==> src/rtl/alu_mc.sv <==
`default_nettype none
// ============================================================================
// Module      : alu_mc
// Description : Multi-cycle ALU with valid/ready handshakes on request and
//               result. Opcodes 0..13 and 15 finish in one cycle. Opcode 14 is
//               an unsigned multiply built from iterative shift-add, taking BW
//               cycles regardless of operand values.
// Ports       : clk, rst (async, active-high)
//               in_valid/in_ready, in_a, in_b, opcode     - request side
//               out_valid/out_ready, out, flags           - result side
//               flags = {overflow, negative, zero}, registered with out
// Revision    : 1.0 - initial release
// ============================================================================
module alu_mc #(
  parameter int BW = 16
) (
  input  logic          clk,
  input  logic          rst,
  input  logic          in_valid,
  output logic          in_ready,
  input  logic [BW-1:0] in_a,
  input  logic [BW-1:0] in_b,
  input  logic [3:0]    opcode,
  output logic          out_valid,
  input  logic          out_ready,
  output logic [BW-1:0] out,
  output logic [2:0]    flags
);

  localparam logic [1:0] c_IDLE = 2'd0;
  localparam logic [1:0] c_BUSY = 2'd1;
  localparam logic [1:0] c_DONE = 2'd2;

  localparam int c_SW = $clog2(BW);   // shift-amount width
  localparam int c_CW = $clog2(BW);   // iteration counter width
  localparam logic [c_CW-1:0] c_CNT_LAST = c_CW'(BW - 1);
  localparam logic [c_CW-1:0] c_CNT_ONE  = c_CW'(1);
  localparam logic [BW-1:0]   c_INC_OVF  = {1'b0, {(BW-1){1'b1}}};

  logic [1:0]      r_state;
  logic [2*BW-1:0] r_acc;      // running product
  logic [2*BW-1:0] r_mcand;    // multiplicand, shifted left each iteration
  logic [BW-1:0]   r_mplier;   // multiplier, shifted right each iteration
  logic [c_CW-1:0] r_cnt;

  logic [BW-1:0]        w_res;
  logic                 w_ovf;
  logic                 w_logic;
  logic [c_SW-1:0]      w_shamt;
  logic signed [BW-1:0] w_sra;
  logic [2*BW-1:0]      w_acc_next;

  assign in_ready  = (r_state == c_IDLE);
  assign out_valid = (r_state == c_DONE);

  assign w_shamt = in_b[c_SW-1:0];
  assign w_sra   = $signed(in_a) >>> w_shamt;

  // Single-cycle datapath, evaluated directly on the request inputs so the
  // result can be loaded on the accepting edge.
  always_comb begin
    w_res   = '0;
    w_ovf   = 1'b0;
    w_logic = 1'b0;
    case (opcode)
      4'd0: begin
        w_res = in_a + in_b;
        w_ovf = (in_a[BW-1] == in_b[BW-1]) && (w_res[BW-1] != in_a[BW-1]);
      end
      4'd1: begin
        w_res = in_a - in_b;
        w_ovf = (in_a[BW-1] != in_b[BW-1]) && (w_res[BW-1] != in_a[BW-1]);
      end
      4'd2: begin
        w_logic = (in_a != '0) && (in_b != '0);
        w_res   = {{(BW-1){1'b0}}, w_logic};
      end
      4'd3: begin
        w_logic = (in_a != '0) || (in_b != '0);
        w_res   = {{(BW-1){1'b0}}, w_logic};
      end
      4'd4: begin
        w_logic = (in_a != '0) ^ (in_b != '0);
        w_res   = {{(BW-1){1'b0}}, w_logic};
      end
      4'd5: begin
        w_res = in_a + {{(BW-1){1'b0}}, 1'b1};
        w_ovf = (in_a == c_INC_OVF);
      end
      4'd6:    w_res = in_a;
      4'd7:    w_res = in_b;
      4'd8:    w_res = in_a & in_b;
      4'd9:    w_res = in_a | in_b;
      4'd10:   w_res = in_a ^ in_b;
      4'd11:   w_res = ~in_a;
      4'd12:   w_res = in_a << w_shamt;
      4'd13:   w_res = w_sra;
      default: w_res = '0;   // 14 handled by the multiplier, 15 reserved
    endcase
  end

  assign w_acc_next = r_mplier[0] ? (r_acc + r_mcand) : r_acc;

  always_ff @(posedge clk or posedge rst) begin
    if (rst) begin
      r_state  <= c_IDLE;
      out      <= '0;
      flags    <= 3'b000;
      r_acc    <= '0;
      r_mcand  <= '0;
      r_mplier <= '0;
      r_cnt    <= '0;
    end else begin
      case (r_state)
        c_IDLE: begin
          if (in_valid) begin
            if (opcode == 4'd14) begin
              r_acc    <= '0;
              r_mcand  <= {{BW{1'b0}}, in_a};
              r_mplier <= in_b;
              r_cnt    <= '0;
              r_state  <= c_BUSY;
            end else begin
              out     <= w_res;
              flags   <= {w_ovf, w_res[BW-1], (w_res == '0)};
              r_state <= c_DONE;
            end
          end
        end
        c_BUSY: begin
          // One partial product per cycle; no early exit so latency is fixed.
          r_acc    <= w_acc_next;
          r_mcand  <= r_mcand << 1;
          r_mplier <= r_mplier >> 1;
          r_cnt    <= r_cnt + c_CNT_ONE;
          if (r_cnt == c_CNT_LAST) begin
            out     <= w_acc_next[BW-1:0];
            flags   <= {(|w_acc_next[2*BW-1:BW]), w_acc_next[BW-1],
                        (w_acc_next[BW-1:0] == '0)};
            r_state <= c_DONE;
          end
        end
        c_DONE: begin
          if (out_ready) begin
            r_state <= c_IDLE;
          end
        end
        default: r_state <= c_IDLE;
      endcase
    end
  end

endmodule
`default_nettype wire
==> config.mk <==
export PLATFORM = sky130hd
export DESIGN_NAME = alu_mc
export DESIGN_NICKNAME = d
export VERILOG_FILES = /design/src/rtl/alu_mc.sv
export SDC_FILE = /design/constraint.sdc
export NUM_CORES = 1
export LEC_CHECK = 0
export ABC_AREA = 1
export ABC_CLOCK_PERIOD_IN_PS = 4190
export CAP_MARGIN = 15
export CORE_MARGIN = 8
export CORE_UTILIZATION = 40
export CTS_BUF_LIST = sky130_fd_sc_hd__clkbuf_4
export DETAILED_ROUTE_END_ITERATION = 8
export GPL_TIMING_DRIVEN = 0
export PLACE_DENSITY = 0.59
export RECOVER_POWER = 100
export SETUP_SLACK_MARGIN = 0.02
export SLEW_MARGIN = 40
export SYNTH_ARGS = -nofsm -noshare
export SYNTH_HDL_FRONTEND = slang
export SYNTH_SLANG_ARGS = --single-unit
==> constraint.sdc <==
create_clock -name clk -period 4.19 [get_ports clk]
set_input_delay 0.838 -clock clk [delete_from_list [all_inputs] [get_ports clk]]
set_output_delay 0.838 -clock clk [all_outputs]
set_load 0.02 [all_outputs]
### After elaboration in Yosys (flattened, before gate mapping)

Index checks and enable logic that the tools add are counted.

| storage, ports and cells | value |
|---|---|
| register bits | 105 |
| word-level logic and storage cells | 89 |

| cells by class | value |
|---|---|
| $add $sub $neg | 5 |
| eq/ne operators | 27 |
| shift-type cells | 2 |
| mux-type cells | 28 |
| bitwise logic cells | 5 |
| reductions and logical operators | 15 |

Operators with widths:

| cell | count |
|---|---|
| one-hot mux 16 bit (14 select lines) | 1 |
| two-way mux 32 bit | 5 |
| one-hot mux 32 bit (2 select lines) | 2 |
| two-way mux 16 bit | 5 |
| one-hot mux 16 bit (2 select lines) | 2 |
| adder 32 bit | 1 |
| == test 4 bit, second input constant | 8 |
| logical NOT 16 bit | 2 |
| nonzero test 16 bit | 2 |
| adder 16 x 1 -> 16 bit, second input constant | 1 |
| adder 16 bit | 1 |
| bitwise AND 16 bit | 1 |
| == test 16 x 15 -> 1 bit, second input constant | 1 |
| == test 4 x 3 -> 1 bit, second input constant | 4 |
| inverter 16 bit | 1 |
| bitwise OR 16 bit | 1 |
| OR reduction 16 bit | 1 |
| << shifter 16 x 4 -> 16 bit | 1 |
| >>> shifter 16 x 4 -> 16 bit | 1 |
| subtractor 16 bit | 1 |
| bitwise XOR 16 bit | 1 |
| two-way mux 3 bit | 3 |
| == test 4 x 2 -> 1 bit, second input constant | 2 |
| two-way mux 2 bit | 4 |
| 21 further kinds | 30 |

### Longest topological paths before layout

| depth | value |
|---|---|
| depth in word-level cells | 7 |
| depth in mapped cells | 22 |
| mapped depth without buffers | 20 |

### Worst setup path after synthesis

No wires, ideal clock.

| timing | value |
|---|---|
| path kind | input -> register |
| start point | input in_b[3] |
| end point | register flags[0] |
| library setup time | 0.071 ns |
| data arrival time | 2.964 ns |
| required time | 4.119 ns |
| slack | 1.155 ns |
| stages | 22 |
| path through | buf_2 -> inv_2 -> clkbuf_1 -> ha_1 -> buf_2 -> inv_1 -> nand2_1 -> nand2_1 -> inv_1 -> nand2_1 -> nand3_1 -> nand2_1 -> nand2_1 -> nand3_1 -> nand2_1 -> nor2_1 -> nand3_1 -> nor2_1 -> nand3_1 -> nor2_1 -> nor2_1 -> nor2_1 |

| on the way | value |
|---|---|
| word-level cells in the longest chain between the ends | 7 |
| elaborated cells on any way between the ends | 16 |

RTL lines:

| what | RTL line | RTL |
|---|---|---|
| from (decl) | 22 | `input logic [BW-1:0] in_b,` |
| parallel branches: the longest is 2 deep, another holds subtractor 16 bit | -- |  |
| one-hot mux 16 bit (14 select lines) (*) | 65 | `case (opcode)` |
| logical NOT 16 bit (*) | 125 | `flags <= {w_ovf, w_res[BW-1], (w_res == '0)};` |
| two-way mux 3 bit (*) | 117 | `if (opcode == 4'd14) begin` |
| two-way mux 3 bit (*) | 116 | `if (in_valid) begin` |
| one-hot mux 3 bit (2 select lines) (*) | 114 | `case (r_state)` |
| to (signal assigned) | 125 |  |
| to (signal assigned) | 138 | `flags <= {(\|w_acc_next[2*BW-1:BW]), w_acc_next[BW-1],` |
| to (decl) | 27 | `output logic [2:0] flags` |

Mark *: on every way between the ends. The select of a mux whose other input is x is not followed.
A chain may end at the register's enable or synchronous reset.

### Worst setup path after layout

| timing | value |
|---|---|
| start point | input in_a[3] |
| end point | register out[10] |

| on the way | value |
|---|---|
| word-level cells in the longest chain between the ends | 5 |
| elaborated cells on any way between the ends | 9 |

RTL lines:

| what | RTL line | RTL |
|---|---|---|
| from (decl) | 21 | `input logic [BW-1:0] in_a,` |
| adder 16 x 1 -> 16 bit (tied with other cells) | 87 | `w_res = in_a + {{(BW-1){1'b0}}, 1'b1};` |
| one-hot mux 16 bit (14 select lines) (*) | 65 |  |
| two-way mux 16 bit (*) | 117 |  |
| two-way mux 16 bit (*) | 116 |  |
| one-hot mux 16 bit (2 select lines) (*) | 114 |  |
| to (signal assigned) | 124 | `out <= w_res;` |
| to (signal assigned) | 137 | `out <= w_acc_next[BW-1:0];` |
| to (decl) | 26 | `output logic [BW-1:0] out,` |

Every way passes the cells marked *; elsewhere a longest branch is shown, timed or not. The select of a mux whose other input is x is not followed.

==> out/results.ini <==
[outcome]
status=complete, but fails checks
violations=max-capacitance violations, max-slew violations

[routing]
ant_nets=0
vias=14400
viasPerCell=5.54
route.detailed.drc=0
first_iter_violations=1365
routedWlPerCell_um=19.5
drtPass1Iterations=7
routed_wl_um=50700

[placement]
dp_cells=2585
hpwl_um=41500
port_buffers=60
post_dp_cell_area_um2=13400
gp_congestion=1.01

[global_route]
use_met2_pct=45.9
grt_pass1_wl_um=77800
first_global_vias=13600
met3_usage_pct=2.69
grt_overflow=0
grt_max_degree=64
grtUsageMet1_pct=35.1
grt_usage_pct=27.5
top_usage_layer=met2
antenna_found_initial=1

[clock_tree]
cts_hold_buf=0
htreeDepth=3
cts.clk_slew.worst_paths_ps=160
clock_path_buffers=2
cts_num_sinks=104
cts_root_buf=clkbuf_4
cts_made_buffers=9
cts_tree=done
clk_latency_ps=490

[layout]
final_common_cell=nand2_1
final_area_um2=13500
n_fill_cell=3387
utilization_pct=44.4
drive_gt1_share_pct=3.63
final_cell_mix=717 x nand2_1, 300 x inv_1, 264 x nand3_1, 209 x nor2_1, 104 x dfrtp_1
area_growth_pct=10.3
layout.nets=2331
stdcell_count=2602

[die]
initial_core_util_pct=40.3
die_x_um=191
die_h_um=191
coreArea_um2=30300
rows=64
dieArea_um2=36400
pin_count=61

[setup_path]
cp_max_fo=9
startpoint_type=input port
r2r_end=flags[2]$_DFFE_PP0P_
cp-end-kind=register
ff2ff_path_depth=16
cpPeakStageDelay_ps=1010
crit_required_ps=4550
cp_data_arrival_time_ps=4410
rrSetupSlack_ps=1280
r2r_start=r_mcand[0]$_DFFE_PP0P_
crit_chain=dlygate4sd3_1 -> inv_1 -> ha_1 -> buf_2 -> inv_1 -> nand2_1 -> nand2_1 -> nand2_1 -> nand3_1 -> nand2_1 -> nand3_1 -> nand3_1 -> nand3_1 -> o21ai_0 -> a31oi_1
crit_slowest_cell=dlygate4sd3_1
critPathKind=input port to register

[min_path]
min_path_cells=2
whs_endpoint=flags[2]$_DFFE_PP0P_
min-delay-start=flags[2]$_DFFE_PP0P_
hp-class=register to register

[power]
power_per_cell_area_nw_per_um2=510
p_leak_nw=7.16
peakVddDrop_uv=226

[timing]
skew_ps=22.2
period_minus_slack_ps=4050
relSlewSlack_pct=-27.1
setup_violations=0
grt_setup_unrepaired=no
hold_slack_ps=497
drv_slew=107
worst_pin_slew_ps=1900
clock.fmax_ghz=0.247
finalHoldViolations=0
post-route-period-util_pct=96.6

[yosys]
synth_top_family_by_area=simple AND/OR/NAND/NOR gates
ys_top_cells_by_area=nand2_1 22%, dfrtp_1 21%, nand3_1 11%
synth_ff_type=dfrtp_1
synthSimpleGateAreaFrac_pct=43.1
synthMuxAreaShare_pct=0
synth_compound_area_share_pct=12.9
synth.avg_cell_area_um2=5.74
yosysTopAreaCell=nand2_1
async_reset_ff_share_pct=100
netlist_area_um2=12200
synth-seq-cells=104
synth_nets=2258
synth_edf_count=0
synth_adder_area_share_pct=9.40
synth-xor-area-share_pct=0.717
ys_seq_area_share_pct=21.3
yosysTopAreaCellShare_pct=22.0
ys_types=42
synth_warnings=0
syn_inst=2128

[flow_run]
drv_cap=2

[worst max-delay path by stage]
stage                  start                     to  slack, ps  cells after the start
floorplan                rst   flags[0]$_DFFE_PP0P_        620                      1
global placement         rst  r_acc[22]$_DFFE_PP0P_      -1100                      2
detailed placement   in_b[3]     out[4]$_DFFE_PP0P_       -550                     16
CTS                  in_b[2]     out[4]$_DFFE_PP0P_        130                     13
global route        in_a[11]   flags[0]$_DFFE_PP0P_         20                     19
finish               in_a[3]    out[10]$_DFFE_PP0P_        140                     15
[registers in the layout, indices dropped and copies added (netlist names)]
signal and cells:
r_mcand 32, r_state 2, flags 3, r_acc 32
r_cnt 4, r_mplier 16, out 15
[metrics by stage]
| step | TNS [ps] | setup WS [ps] | total power [mW] |
|---|---|---|---|
| after floorplan | 0 | 620 | 4.87 |
| after global placement | -115040 | -1100 | 6.28 |
| after detailed placement | -3080 | -553 | 6.34 |
| after CTS | 0 | 132 | 6.89 |
| after global routing | 0 | 17.3 | 7.54 |
| final | 0 | 141 | 6.87 |
[Yosys cell counts (6+ instances only)]
cell type / instances
o22ai_1: 40
nor3_1: 13
o21ai_0: 94
a22o_1: 7
inv_1: 302
nand3b_1: 8
or2_2: 7
buf_2: 35
dfrtp_1: 104
a31oi_1: 17
nand2_1: 717
a21oi_1: 60
clkbuf_1: 32
nor4_1: 6
o211ai_1: 33
xor2_1: 6
nor2_1: 210
ha_1: 87
nand4_1: 29
nand3_1: 264
[worst max-delay path, delay by kind of cell]
family                   cells  cell delay (ps)
adder cells (fa/ha/maj)      1              340
buffers and inverters        4             1560
AO/OA/AOI/OAI                2              700
AND/OR/NAND/NOR              8              980
[kinds of logic after synthesis]
family,after synthesis
XOR/XNOR,10
adder cells (fa/ha/maj),90
buffers and inverters,388
flip-flops,104
AO/OA/AOI/OAI,271
AND/OR/NAND/NOR,1265
[timing repair]
item                                    in CTS  in global routing
gates resized for setup                      0                  9
buffers inserted                             0                  2
endpoints found under the setup margin       1                  5
pin swaps                                    0                  0
[area by class of cell]
type / count / area (um^2) / share of cell area [%]
Timing Repair Buffer: 63 / 623 / 4.62
Inverter: 309 / 1160 / 8.64
Antenna cell: 1 / 2.50 / 0.0186
Tap cell: 396 / 495 / 3.68
Clock inverter: 6 / 67.6 / 0.501
Multi-Input combinational cell: 1636 / 8090 / 60.0
Clock buffer: 9 / 67.6 / 0.501
Sequential cell: 104 / 2600 / 19.3
Buffer: 78 / 365 / 2.71
[report_power, final]
group	switching (mW)	internal (mW)	total (mW)
clock network	0.358	0.183	0.541
registers	0.334	1.46	1.79
logic	3.02	1.51	4.53
total	3.71	3.16	6.87
[per-layer routing]
layer	vias to the layer above	wire (um)
met4	0	2540
met2	617	23500
li1	7003	-
met3	134	3490
met5	-	0
met1	6660	21200
Power figures use the tool's default switching activity.
